## src/rtl/ifu_fetch.sv

```systemverilog
// ifu_fetch: instruction fetch stage between the PC register and decode.
// Keeps at most one memory read in flight and hands each word to decode.
module ifu_fetch #(
  parameter int unsigned WIDTH    = 32,
  parameter logic [31:0] NOP_INST = 32'h0000_0013
) (
  input  logic             clk,
  input  logic             rst,
  input  logic [WIDTH-1:0] pc,
  output logic             pc_en,
  input  logic             flush,
  output logic             mem_req_valid,
  input  logic             mem_req_ready,
  output logic [WIDTH-1:0] mem_req_addr,
  input  logic             mem_rsp_valid,
  input  logic [31:0]      mem_rsp_data,
  input  logic             mem_rsp_err,
  output logic             inst_valid,
  input  logic             inst_ready,
  output logic [31:0]      inst,
  output logic [WIDTH-1:0] inst_pc,
  output logic             inst_fault
);

  typedef enum logic [2:0] {
    S_IDLE,
    S_REQ,
    S_WAIT,
    S_DRAIN,
    S_HOLD
  } state_e;

  state_e           state_q;
  logic [WIDTH-1:0] req_pc_q;
  logic [31:0]      inst_q;
  logic [WIDTH-1:0] inst_pc_q;
  logic             inst_fault_q;

  logic req_fire;
  logic in_req;
  logic in_hold;

  assign in_req   = (state_q == S_REQ);
  assign in_hold  = (state_q == S_HOLD);
  assign req_fire = in_req & mem_req_ready;

  // Valids are pure state decodes so decode and memory never see
  // a combinational loop back through their ready inputs.
  assign mem_req_valid = in_req;
  assign mem_req_addr  = pc;
  assign inst_valid    = in_hold;
  assign pc_en         = in_hold & inst_ready & ~flush;

  assign inst       = inst_q;
  assign inst_pc    = inst_pc_q;
  assign inst_fault = inst_fault_q;

  always_ff @(posedge clk or posedge rst) begin
    if (rst) begin
      state_q      <= S_IDLE;
      req_pc_q     <= '0;
      inst_q       <= '0;
      inst_pc_q    <= '0;
      inst_fault_q <= 1'b0;
    end else begin
      unique case (state_q)
        S_IDLE: begin
          state_q <= S_REQ;
        end
        S_REQ: begin
          if (req_fire) begin
            if (flush) begin
              state_q <= S_DRAIN;
            end else begin
              req_pc_q <= pc;
              state_q  <= S_WAIT;
            end
          end else if (flush) begin
            state_q <= S_IDLE;
          end
        end
        S_WAIT: begin
          if (mem_rsp_valid) begin
            if (flush) begin
              state_q <= S_IDLE;
            end else begin
              inst_q       <= mem_rsp_err ? NOP_INST
                                          : mem_rsp_data;
              inst_pc_q    <= req_pc_q;
              inst_fault_q <= mem_rsp_err;
              state_q      <= S_HOLD;
            end
          end else if (flush) begin
            state_q <= S_DRAIN;
          end
        end
        // The owed response must be swallowed even if redirected again.
        S_DRAIN: begin
          if (mem_rsp_valid) begin
            state_q <= S_IDLE;
          end
        end
        S_HOLD: begin
          if (flush) begin
            state_q <= S_IDLE;
          end else if (inst_ready) begin
            state_q <= S_REQ;
          end
        end
        default: begin
          state_q <= S_IDLE;
        end
      endcase
    end
  end

endmodule

```

## config.mk

```make
export PLATFORM = sky130hd
export DESIGN_NAME = ifu_fetch
export DESIGN_NICKNAME = d
export VERILOG_FILES = /design/src/rtl/ifu_fetch.sv
export SDC_FILE = /design/constraint.sdc
export NUM_CORES = 1
export LEC_CHECK = 0
export ABC_AREA = 1
export CAP_MARGIN = 20
export CORE_ASPECT_RATIO = 0.5
export CORE_MARGIN = 2
export CORE_UTILIZATION = 40
export CTS_CLUSTER_SIZE = 30
export DETAILED_ROUTE_END_ITERATION = 7
export PLACE_DENSITY = 0.81
export RECOVER_POWER = 100
export SYNTH_ARGS = -nofsm -noshare
export SYNTH_HDL_FRONTEND = slang
export SYNTH_SLANG_ARGS = --single-unit
```

## constraint.sdc

```tcl
create_clock -name clk -period 7.85 [get_ports clk]
set_input_delay 2.355 -clock clk [delete_from_list [all_inputs] [get_ports clk]]
set_output_delay 2.355 -clock clk [all_outputs]
set_load 0.02 [all_outputs]
```

==> impl_results.md <==
- Post-Syn Area: 4141 µm²
- Total design power: 2.231 mW
- Core Box Area: 10,150 µm²
- Maximum VDD drop: 0.0001619 V
- Tmin final: 6281 ps
- CP endpoint kind: output pin
- #FFs+latches synth: 100
- Initial antenna violation count: 0
- Worst-Margin Slew: 2658 ps
- Max-cap violations: 2
- # diodes: 0
- Placed wire-length estimate: 6739 µm
- Die X: 147.9 µm
- Final nets: 667
- Global-route usage over all layers: 17.79%
- TritonCTS clock tree: built
- CTS Buffer Depth: 2
- Fraction of registers with async set/reset: 100.0%
- Max Transition Viols Final: 143
- Post-CTS Setup Bufs: 0
- Largest net degree at the start of global routing: 95
- Reg2Reg Setup Slack: 4760 ps
- Class of the worst hold path: reg -> reg
- FILL cells: 873
- Residual DRC: 0
- Layout cells sized above 1: 3.993%
- Met2 Use GR: 31.16%
- Initial DRT Pass Iterations: 4
- R2r endpoint: req_pc_q[19]$_DFFE_PP0P_
- Die area: 11,230 µm²
- Initial Utilization: 40.80%
- Final Hold Viols: 0
- Most used DFF post-synth: dfrtp_1
- Post-DR wirelength/cell: 13.07 µm
- First-pass GRT wire length: 16,060 µm
- Req. time, crit path: 5500 ps
- Vias post-DR: 3,324
- CTS clock-pin slew for the worst setup and hold paths: 60 ps
- Clock buffer count from CTS: 9
- Yosys Warn Count: 0
- Most Used Layer, Global Route: met2
- Reg-to-reg critical path startpoint: state_q[0]$_DFFE_PP0P_
- Crit path DAT: 3930 ps
- Post-cts sizing count: 0
- GRT met3 Usage: 3.313%
- Clock skew: 8.162 ps
- Average cell area after synthesis: 8.964 µm²
- Cts hold-fix bufs: 0
- Hold EP: inst_pc[29]$_DFFE_PP0N_
- GR Util met1: 21.67%
- EDFF count, synth: 0
- Clk_lat worst skew: 340 ps
- Syn Nets: 533
- Root buf cell: clkbuf_16
- Most common cell after layout, fill and taps aside: nand2_1
- Cells on worst reg2reg path: 6
- Crit path kind: in -> out
- Status: finished with violations
- Fin crit share: 80.01%
- Worst Hold Depth: 2
- Initial DRC Count: 174
- P&R area growth vs syn: 45.59%
- Drt via density: 4.486
- Number of global-route vias before repair: 3,263
- Worst setup SP type: input port
- H-tree Lvls: 3
- Die Y: 75.95 µm
- Unrepaired setup endpoints after global routing: no
- Drt total wl: 9683 µm
- Pwr dens: 370.0 nW/µm²
- Grt total ovfl: 0
- Final GP Congestion: 0.8271
- Synth cell types: 18
- Total Negative Setup Slacks: 0 ps
- Max Clk Rate: 159.2 MHz
- I/O Pins: 171
- IO buf count: 170
- Max_slew headroom: -77.18%
- Sequential share of the synthesized area: 60.42%
- HP Start: req_pc_q[29]$_DFFE_PP0P_
- Final setup violating endpoints: 0
- Antenna viol nets, final: 0
- Clock net sink count: 100
- CP max FO: 7
- Failing checks: capacitance limit, slew limit
- Gate count after technology mapping: 462
- Row count: 26
- P_leak: 3.092 nW
- Most frequent cells in the layout: nand2_1 (159), dlygate4sd3_1 (102), dfrtp_1 (100), clkdlybuf4s50_1 (68), inv_1 (39)
## worst max-delay path, cell delays in order
cell,delay [ps]
dlygate4sd3_1,580
inv_1,170
nand2_1,70
nor2_1,80
dlygate4sd3_1,670
## per-layer routing
| metal | routed length, µm | up-vias |
|---|---|---|
| met4 | 278 | 0 |
| met1 | 4112 | 1562 |
| met5 | 0 | - |
| li1 | - | 1671 |
| met2 | 5006 | 65 |
| met3 | 286 | 26 |
## synthesized netlist by cell type (2+ instances only)
cell type,count,area (µm²)
clkbuf_1,3,11.26
buf_6,2,22.52
nand2_1,159,596.8
dfrtp_1,100,2502
o21ai_0,9,45.04
nor2_1,37,138.9
buf_4,35,262.8
a21oi_1,25,125.1
buf_2,11,55.05
nand4_1,2,12.51
o21ai_1,27,135.1
nand3_1,5,25.02
nand3_2,2,20.02
inv_1,39,146.4
inv_2,3,11.26
## sequential cells by signal (all words and copies together) (netlist names)
| register | cells |
|---|---|
| inst_pc | 32 |
| state_q | 3 |
| req_pc_q | 32 |
| inst | 32 |
| inst_fault | 1 |
## final cells by class
type                    instances  area [µm²]  area share (%)
well taps                     140       175.2           2.905
clock inverters                 3       67.56           1.121
repair buffers                174        1733           28.74
flip-flops and latches        100        2502           41.50
clock buffers                  13       270.3           4.482
multi-input cells             269        1122           18.61
inverters                      42       158.9           2.635
## through the flow
step / hold WS [ps] / setup slack, ps / util (%) / instance area (µm²) / std cells
global placement: 449.9 / 1710 / 56.18 / 5702 / 724
CTS: 465.0 / 1694 / 59.65 / 6055 / 741
detailed placement: 455.3 / 1692 / 56.32 / 5717 / 725
global route: 480.9 / 1477 / 59.41 / 6030 / 741
floorplan: 442.2 / 2618 / - / 4141 / 462
finish: 466.3 / 1569 / 59.41 / 6030 / 741
## cells by family after synthesis
logic type	count (synthesis)	share of synthesized area (%)
buf+inv	93	12.30
simple gates	208	19.91
compound gates	61	7.372
flops	100	60.42
## worst max-delay path by stage
stage | startpoint | depth (start not counted) | to
floorplan | flush | 3 | pc_en
global placement | flush | 5 | pc_en
detailed placement | flush | 5 | pc_en
CTS | flush | 5 | pc_en
global route | flush | 5 | pc_en
finish | flush | 5 | pc_en
## report_power, final
part	switching, mW	internal [mW]
registers	0.112	0.756
logic	0.500	0.373
clock network	0.184	0.306
total	0.796	1.43
Power figures use the tool's default switching activity.
